`config.mk`:
```
export PLATFORM = sky130hd
export DESIGN_NAME = lsu_unit
export DESIGN_NICKNAME = d
export VERILOG_FILES = /design/src/rtl/gpu_pkg.sv /design/src/rtl/lsu_timeout_ctr.sv /design/src/rtl/lsu_unit.sv
export SDC_FILE = /design/constraint.sdc
export NUM_CORES = 1
export LEC_CHECK = 0
export CAP_MARGIN = 20
export CORE_MARGIN = 3
export CORE_UTILIZATION = 45
export CTS_CLUSTER_DIAMETER = 120
export DETAILED_ROUTE_END_ITERATION = 16
export MAX_ROUTING_LAYER = met4
export PLACE_DENSITY = 0.89
export RECOVER_POWER = 50
export SETUP_SLACK_MARGIN = 0.4
export SLEW_MARGIN = 20
export SYNTH_ARGS = -nofsm -noshare
export SYNTH_HDL_FRONTEND = slang
export SYNTH_HIERARCHICAL = 1
export SYNTH_SLANG_ARGS = --single-unit
```
`constraint.sdc`:
```
create_clock -name clk -period 2.8 [get_ports clk]
set_input_delay 0.56 -clock clk [delete_from_list [all_inputs] [get_ports clk]]
set_output_delay 0.56 -clock clk [all_outputs]
set_load 0.05 [all_outputs]
```
`src/rtl/gpu_pkg.sv`:
```
// rtl/gpu_pkg.sv - shared core pipeline phases and LSU state encoding
package gpu_pkg;

   localparam logic [2:0] REQUEST = 3'b011;
   localparam logic [2:0] UPDATE  = 3'b110;

   typedef enum logic [1:0] {
      IDLE       = 2'd0,
      REQUESTING = 2'd1,
      WAITING    = 2'd2,
      DONE       = 2'd3
   } lsu_state_t;

endpackage

```
`src/rtl/lsu_timeout_ctr.sv`:
```
// rtl/lsu_timeout_ctr.sv - saturating WAITING-cycle counter with expiry flag
module lsu_timeout_ctr #(
   parameter int TIMEOUT_CYC = 0
) (
   input  logic clk,
   input  logic reset_n,
   input  logic clear,
   input  logic count,
   output logic expire
);

   generate
      if (TIMEOUT_CYC == 0) begin : g_off
         // Timeout disabled: no storage, never expires.
         logic unused_in;
         assign unused_in = clk ^ reset_n ^ clear ^ count;
         assign expire    = 1'b0;
      end else begin : g_on
         localparam int            CW   = $clog2(TIMEOUT_CYC + 1);
         localparam logic [CW-1:0] LAST = CW'(TIMEOUT_CYC - 1);

         logic [CW-1:0] cnt_q;
         logic [CW-1:0] cnt_d;

         // Next count: clear wins, otherwise step and stick at the last value.
         always_comb begin
            cnt_d = cnt_q;
            if (clear) begin
               cnt_d = '0;
            end else if (count && (cnt_q != LAST)) begin
               cnt_d = cnt_q + 1'b1;
            end
         end

         // Count register.
         always_ff @(posedge clk or negedge reset_n) begin
            if (!reset_n) begin
               cnt_q <= '0;
            end else begin
               cnt_q <= cnt_d;
            end
         end

         assign expire = (cnt_q == LAST);
      end
   endgenerate

endmodule

```
`src/rtl/lsu_unit.sv`:
```
// rtl/lsu_unit.sv - per-thread load/store unit with optional response timeout
module lsu_unit
   import gpu_pkg::*;
#(
   parameter int ADDR_W      = 8,
   parameter int DATA_W      = 8,
   parameter int TIMEOUT_CYC = 0
) (
   input  logic              clk,
   input  logic              reset_n,
   input  logic              enable,
   input  logic [2:0]        core_state,
   input  logic              decoded_mem_read_enable,
   input  logic              decoded_mem_write_enable,
   input  logic [DATA_W-1:0] rs,
   input  logic [DATA_W-1:0] rt,
   output logic              mem_read_valid,
   output logic [ADDR_W-1:0] mem_read_address,
   input  logic              mem_read_ready,
   input  logic [DATA_W-1:0] mem_read_data,
   output logic              mem_write_valid,
   output logic [ADDR_W-1:0] mem_write_address,
   output logic [DATA_W-1:0] mem_write_data,
   input  logic              mem_write_ready,
   output logic [1:0]        lsu_state,
   output logic [DATA_W-1:0] lsu_out,
   output logic              lsu_error
);

   lsu_state_t        state_q,    state_d;
   logic              rd_valid_q, rd_valid_d;
   logic [ADDR_W-1:0] rd_addr_q,  rd_addr_d;
   logic              wr_valid_q, wr_valid_d;
   logic [ADDR_W-1:0] wr_addr_q,  wr_addr_d;
   logic [DATA_W-1:0] wr_data_q,  wr_data_d;
   logic [DATA_W-1:0] out_q,      out_d;
   logic              err_q,      err_d;

   logic ctr_clear;
   logic ctr_count;
   logic ctr_expire;

   // Only the low ADDR_W bits of rs form the address.
   logic unused_rs;
   assign unused_rs = ^rs;

   lsu_timeout_ctr #(
      .TIMEOUT_CYC (TIMEOUT_CYC)
   ) u_timeout_ctr (
      .clk     (clk),
      .reset_n (reset_n),
      .clear   (ctr_clear),
      .count   (ctr_count),
      .expire  (ctr_expire)
   );

   // Next-state and output computation; enable low leaves everything as is.
   always_comb begin
      state_d    = state_q;
      rd_valid_d = rd_valid_q;
      rd_addr_d  = rd_addr_q;
      wr_valid_d = wr_valid_q;
      wr_addr_d  = wr_addr_q;
      wr_data_d  = wr_data_q;
      out_d      = out_q;
      err_d      = err_q;
      ctr_clear  = 1'b0;
      ctr_count  = 1'b0;
      if (enable) begin
         unique case (state_q)
            IDLE: begin
               if ((core_state == REQUEST) &&
                   (decoded_mem_read_enable || decoded_mem_write_enable)) begin
                  state_d = REQUESTING;
                  err_d   = 1'b0;
               end
            end
            REQUESTING: begin
               // Load takes priority when both decode flags are set.
               if (decoded_mem_read_enable) begin
                  rd_valid_d = 1'b1;
                  rd_addr_d  = rs[ADDR_W-1:0];
                  ctr_clear  = 1'b1;
                  state_d    = WAITING;
               end else if (decoded_mem_write_enable) begin
                  wr_valid_d = 1'b1;
                  wr_addr_d  = rs[ADDR_W-1:0];
                  wr_data_d  = rt;
                  ctr_clear  = 1'b1;
                  state_d    = WAITING;
               end
            end
            WAITING: begin
               ctr_count = 1'b1;
               // A ready arriving on the expiry cycle still completes normally.
               if (rd_valid_q && mem_read_ready) begin
                  rd_valid_d = 1'b0;
                  out_d      = mem_read_data;
                  state_d    = DONE;
               end else if (wr_valid_q && mem_write_ready) begin
                  wr_valid_d = 1'b0;
                  state_d    = DONE;
               end else if (ctr_expire) begin
                  rd_valid_d = 1'b0;
                  wr_valid_d = 1'b0;
                  err_d      = 1'b1;
                  state_d    = DONE;
               end
            end
            DONE: begin
               if (core_state == UPDATE) begin
                  state_d = IDLE;
               end
            end
            default: state_d = IDLE;
         endcase
      end
   end

   // State and registered outputs; reset aborts any in-flight operation.
   always_ff @(posedge clk or negedge reset_n) begin
      if (!reset_n) begin
         state_q    <= IDLE;
         rd_valid_q <= 1'b0;
         rd_addr_q  <= '0;
         wr_valid_q <= 1'b0;
         wr_addr_q  <= '0;
         wr_data_q  <= '0;
         out_q      <= '0;
         err_q      <= 1'b0;
      end else begin
         state_q    <= state_d;
         rd_valid_q <= rd_valid_d;
         rd_addr_q  <= rd_addr_d;
         wr_valid_q <= wr_valid_d;
         wr_addr_q  <= wr_addr_d;
         wr_data_q  <= wr_data_d;
         out_q      <= out_d;
         err_q      <= err_d;
      end
   end

   assign mem_read_valid    = rd_valid_q;
   assign mem_read_address  = rd_addr_q;
   assign mem_write_valid   = wr_valid_q;
   assign mem_write_address = wr_addr_q;
   assign mem_write_data    = wr_data_q;
   assign lsu_state         = state_q;
   assign lsu_out           = out_q;
   assign lsu_error         = err_q;

endmodule
```
==> run summary, run 1 <==
Setup violations remaining at the end of the flow were counted as 0. Core area: 3420 sq um. The headroom to the max-slew limit is -0.282, and the via count of the first global-routing pass is 1,256. The post-synth net total was 154.

Once the clock tree was built, the setup fixing pass inserted 0 buffers. The all-layer global routing usage was 0.189; the total power divided by cell area was 1360 nW/um^2. The clock tree synthesis step divided the H-tree into 2 levels.

For the number of antenna diodes, the log shows 0. STA classifies the critical path endpoint as a primary output. After clock tree synthesis, the clock-pin slew on the worst setup and hold paths is 110 ps. After routing the design area is 2420 sq um.

The slowest stage of the critical path belongs to the cell clkdlybuf4s50_1. TritonCTS built the clock tree. In this run the deepest clock path goes through 2 buffers. Sum of net half-perimeters after detailed placement: 2950 um. Routability-driven placement finished with a final weighted congestion of 0.887. Leaving out filler cells and counting taps, the final layout contains 237.

The worst path in the final design needs a cycle of 2150 ps, including I/O delays and setup. The final layout contains 228 nets. For the pin with the worst max-slew slack, the measured transition is 1920 ps. Across all hold checks on the routed design, the worst slack comes to 515 ps. The clock buffer count from CTS was 5. The tools report the final worst setup slack as 646 ps.

The run gives 4 as the first-pass iteration count of the detailed router. The layout filler cell count was 255; the cell area after placement was 2360 sq um. Setup repair after global routing left no endpoint under its margin. The final-report max-slew violation count is 38, and the peak ir drop on the vdd network is 0.923 mV. Data on the critical path is required at its endpoint by 2240 ps.

Synthesis produced 116 cells. The run finished, with violations left. The global-route wire length before repair came out at 5930 um. The worst setup timing slack at the placement stage was 654 ps. The kind of cell with the highest combined delay on the critical path is buffers and inverters. The share of final-layout standard cells stronger than drive strength 1 is 0.220.

Worst setup path category: reg2out. The checks that failed: capacitance limit, slew limit. The tools report the clock root buffer as clkbuf_4. In this design, the stage delay of the slowest critical-path cell is 830 ps. The run gives 0.709 as the post-layout utilization of the core. In the routed layout, each cell is associated on average with a via count of 5.05. The site row count was 21; the highest clock frequency the design can meet was 464 MHz.

The logs give 0 for the number of DRC violations after detailed routing and 37 for the count of clock tree sinks. The largest fanout on the critical path came out at 5. The insertion delay of the later-clocked pin in the worst-skew pair is 320 ps, and the remaining antenna violation count after routing is 0. The count of placed standard cells including taps is 229, and the final total negative setup slack is 0 ps. Data arrives at the worst endpoint at 1590 ps. The period utilization was 0.769; the total chip power was 3.30 mW. STA classifies the critical path startpoint as a register. For this design the static power due to leakage is 1.07 nW. The total of warnings raised by yosys was 6; the top-level port count was 71. Type of the worst min-delay path: reg2reg.

The vertical extent of the die works out to 66.3 um. The number of buffer and inverter stages on the critical path came out at 1. The run gives 1 as the number of maximum-capacitance violations. The count of buffers added on input and output ports is 70. The initial standard-cell utilization of the core is 0.478, and the post-detailed-route wirelength per cell is 15.8 um. Entering global routing, the biggest net connects 38 pins. After clock tree synthesis, the repair step resized 0 gates. The via count is 1,197, and the post-synthesis cell area is 1630 sq um.

Wires add up to 3750 um. Hold repair after CTS inserted 0 buffers. For this block, the initial DRC count from the detailed router was 37. The tools report the initial antenna violation count as 0. The critical path goes through clkdlybuf4s50_1. The die covers 4390 sq um. The area growth from synthesis to layout is 48.2%.

The maximum clock skew at final layout was 10.5 ps. The x dimension of the die works out to 66.3 um. The final-report hold violation count was 0. After global routing the overflow that remains totals 0. Averaged over all synthesized cells, the footprint is 14.1 sq um.
==> cells in the final DEF (no fill, tap or decap), drive strengths merged <==
cell	n
a21boi	1
a21oi	4
a22o	1
a31oi	1
and2	1
and3	1
buf	1
clkbuf	8
clkdlybuf4s50	68
clkinv	1
conb	1
dfrtp	37
dlygate4sd3	1
ha	4
inv	4
mux2	33
mux2i	1
nand2	5
nand2b	2
nand3	2
nand4b	2
nor2	3
nor3	1
o211ai	2
o21ai	4
o22ai	1
or2	1
==> flip-flops by register name, summed over array words and instances, names as in the netlist <==
| register | flops |
|---|---|
| mem_read_valid | 1 |
| lsu_state | 2 |
| lsu_error | 1 |
| mem_write_data | 8 |
| lsu_out | 8 |
| mem_write_valid | 1 |
| mem_write_address | 8 |
| mem_read_address | 8 |
==> where the power goes <==
group          internal (mW)  total, mW  switching [mW]  leakage, nW
Sequential             0.795      0.959           0.165        0.439
Combinational          0.774       2.03            1.25        0.593
Clock                  0.146      0.312           0.166       0.0413
==> final timing paths <==
check | from | end | slack, ps | cells past startpoint
min reg2reg | lsu_out[0] | lsu_out[0] | 520 | 1
min | lsu_out[0] | lsu_out[0] | 520 | 1
max in group asynchronous | reset_n | lsu_out[0] | 940 | 1
max | lsu_state[1] | lsu_state[1] | 650 | 1
max reg2reg | lsu_state[0] | lsu_out[4] | 990 | 5
min in group asynchronous | reset_n | mem_read_address[0] | 760 | 1
==> layout make-up <==
| cell class | count | area [sq um] | share of cell area |
|---|---|---|---|
| multi-input cells | 71 | 651 | 0.269 |
| clock inverters | 1 | 5.00 | 0.00207 |
| repair buffers | 71 | 702 | 0.290 |
| well taps | 46 | 57.6 | 0.0238 |
| inverters | 4 | 15.0 | 0.00620 |
| flip-flops and latches | 37 | 926 | 0.382 |
| clock buffers | 7 | 65.1 | 0.0269 |
==> metal layers <==
| layer | routed length (um) | vias up | GRT usage |
|---|---|---|---|
| met5 | 0 | - | - |
| met4 | 58 | 0 | 0.0635 |
| met3 | 200 | 6 | 0.0510 |
| met2 | 2010 | 46 | 0.341 |
| met1 | 1480 | 591 | 0.197 |
| li1 | - | 554 | - |
(Power assumes the default switching activity.)
==> run 2: changes to the inputs <==
CORE_UTILIZATION = 38   (was 45)
PLACE_DENSITY = 0.8   (was 0.89)
clock period = 1.8 ns   (was 2.8 ns; I/O delays follow)
==> run 2 against run 1 <==
  * The run now ends clean
  * Hold slack got worse by 290 ps
  * Global-route usage fell by 2.5 points
  * Routed wire length rose by 8.0%
  * Via count rose by 3.5%
  * Total power rose by 59%
  * Sequential share of layout area fell by 1.0 points
  * Largest cell class unchanged
==> run summary, run 2 (synthesized netlist as in run 1, its figures left out) <==
The run finished with clean final reports. The tools report the site row count as 23 (+9.5%). The tools report the top-level port count as 71 (unchanged). The overflow left after global routing was 0 (unchanged); the sum of net half-perimeters after detailed placement was 3000 um (+1.6%). The logs give 5120 sq um (+17%) for the die area and 2 (unchanged) for the number of levels in the clock H-tree.

Detailed-route vias per instance: 4.92 (-2.7%). The run gives 0 (-1) as the number of maximum-capacitance violations. The clock root buffer is clkbuf_8. The total power divided by cell area was 2100 nW/um^2 (+55%); the post-layout utilization of the core was 0.611 (-0.0980).

Cell area after placement: 2340 sq um (-0.74%). For the required time at the endpoint of the critical path, the log shows 1960 ps (-280 ps). The count of clock tree sinks was 37 (unchanged). The most frequent standard cell in the layout excluding fill and tap cells is dfrtp_1. The tools report the global-route wire length before repair as 6430 um (+8.4%). The insertion delay of the later-clocked pin in the worst-skew pair was 280 ps (-40 ps); the slew at the pin closest to its max-slew limit was 999 ps (-924 ps).

The number of setup violations in the final report came out at 0 (unchanged). TritonCTS built the clock tree. The vertical extent of the die was 71.6 um (+8.0%); the maximum number of pins on one net before global-route repair was 21 (-45%). Setup repair after global routing could not meet its margin everywhere. The critical path in this run is classified as reg2reg. The register clock-pin slew on the reported worst setup and hold paths came out at 70 ps (-40 ps). The maximum clock skew at final layout was 9.33 ps (-1.20 ps); the quantity of hold-fixing buffers added after cts was 0 (unchanged).

The cell leakage power is 1.17 nW (+8.5%), and the headroom to the max-slew limit is 0.334 (+0.616). The count of port buffers added during placement is 70 (unchanged), and the initial antenna violation count is 0 (unchanged). The tools report the initial standard-cell utilization of the core as 0.400 (-0.0785). The peak ir drop on the vdd network came out at 1.29 mV (+40%). The number of buffers on the longest clock path was 2 (unchanged); the all-layer global routing usage was 0.164 (-0.0246). The x dimension of the die is 71.6 um (+8.0%). Counting I/O delays and the setup requirement, the final critical path takes 1570 ps. The run gives 2500 sq um (+3.1%) as the final instance area. The number of antenna diodes was 0 (unchanged). The clock buffer count from CTS is 5 (unchanged), and the area of the multi-input gates is 738 sq um (+13%). The post-detailed-route wirelength per cell was 16.1 um (+1.5%). The via count came out at 1,239 (+3.5%). Startpoint class of the critical path: a register. The library cells used most frequently in the layout, excluding fill and tap cells, are dfrtp_1, clkdlybuf4s50_1, buf_4.

The length in cells of the worst reg-to-reg path came out at 5 (unchanged). The kind of capture point of the worst setup path is a register. The logs give 1,331 (+6.0%) for the via count of the first global-routing pass and 223 ps (-292 ps) for the worst hold slack after final layout. The register-to-register path setup slack was 230 ps (-760 ps); the post-synthesis to final-layout area growth was 52.8%. The wire length on met2 is 2100 um (+4.1%). For the placer congestion estimate, the log shows 0.860 (-3.0%).

The final-stage net count was 239 (+4.8%); the routed wire length was 4050 um (+8.0%). The logs give 246 um (+23%) for the length of routed met3 wiring and 1730 ps (+140 ps) for the critical path data arrival time. For the first-pass iteration count of the detailed router, the log shows 4 (unchanged). The number of DRC violations after detailed routing is 0 (unchanged), and the sequential cell area in the final layout is 928 sq um (+0.27%). The remaining antenna violation count after routing is 0 (unchanged), and the final-report hold violation count is 0 (unchanged). Period utilization: 0.873. After detailed routing, no signal wire sits above met4. The tightest min-delay check is of the in2async type.

Layout filler cell count: 332 (+30%). The tools report the sum of routed wire segments on met1 as 1670 um (+12%). The worst register-to-register path ends at lsu_out[3].

The tools report the detailed router's first-iteration violation count as 24 (-35%). The tools report the source of the worst register-to-register timing path as lsu_state[0]. The share of final-layout standard cells stronger than drive strength 1 was 0.411 (+0.191); the core area was 4090 sq um (+20%). Timing would allow up to 636 MHz. The largest fanout on the critical path works out to 8 (+3). The run gives 0 (-100%) as the final-report max-slew violation count.
run 2: cell types whose count changed in the layout (fill, tap and decap cells not counted), sizes merged:
cell / delta
clkdlybuf4s50: -37
buf: +30
clkbuf: +17
clkinv: +1
dlygate4sd2: +1
dlygate4sd3: -1
run 2: layout make-up:
| type | instances | area share |
|---|---|---|
| sequential | 37 | 0.372 |
| timing repair buffer | 82 | 0.266 |
| inverter | 4 | 0.00802 |
| clock inverter | 2 | 0.00401 |
| tap | 50 | 0.0251 |
| clock buffer | 6 | 0.0291 |
| multi-input combinational | 71 | 0.296 |
run 2: how the worst max path moves through the flow:
stage | start | to | slack (ps)
floorplan | lsu_state[1] | mem_write_address[2] | 90
detailed placement | enable | lsu_state[1] | -110
finish | lsu_state[0] | lsu_out[3] | 230
CTS | decoded_mem_read_enable | mem_write_address[3] | 240
global route | lsu_state[0] | lsu_out[3] | 130
global placement | enable | lsu_state[1] | -80
run 2: metal layers:
metal	track usage	vias to the layer above
met2	0.282	41
met1	0.188	615
met5	-	-
li1	-	579
met4	0.0459	0
met3	0.0449	4
run 2: critical path, cell delays in order, from the launching register on:
cell and delay, ps:
dfrtp_2 440, inv_4 80, ha_1 270, and2_4 210, nand3_4 140, mux2_2 310
run 2: repair_timing:
| item | 4_1_cts | 5_1_grt |
|---|---|---|
| pin swaps | 2 | 2 |
| gates resized for setup | 14 | 13 |
| buffers inserted | 6 | 1 |
| setup endpoints to repair | 29 | 38 |
run 2: stage by stage:
step	total power, mW	TNS, ps	setup WS [ps]	instances
after global placement	4.52	-1230	-79.7	237
after CTS	5.35	0	241	251
after floorplan	3.62	0	94.8	116
after global routing	5.51	0	134	252
after detailed placement	4.60	-1810	-114	237
final	5.25	0	228	252
run 2: where the power goes:
group / switching (mW) / total (mW) / internal [mW]
sequential: 0.281 / 1.53 / 1.24
combinational: 2.05 / 3.18 / 1.13
clock: 0.279 / 0.547 / 0.268
total: 2.61 / 5.25 / 2.65
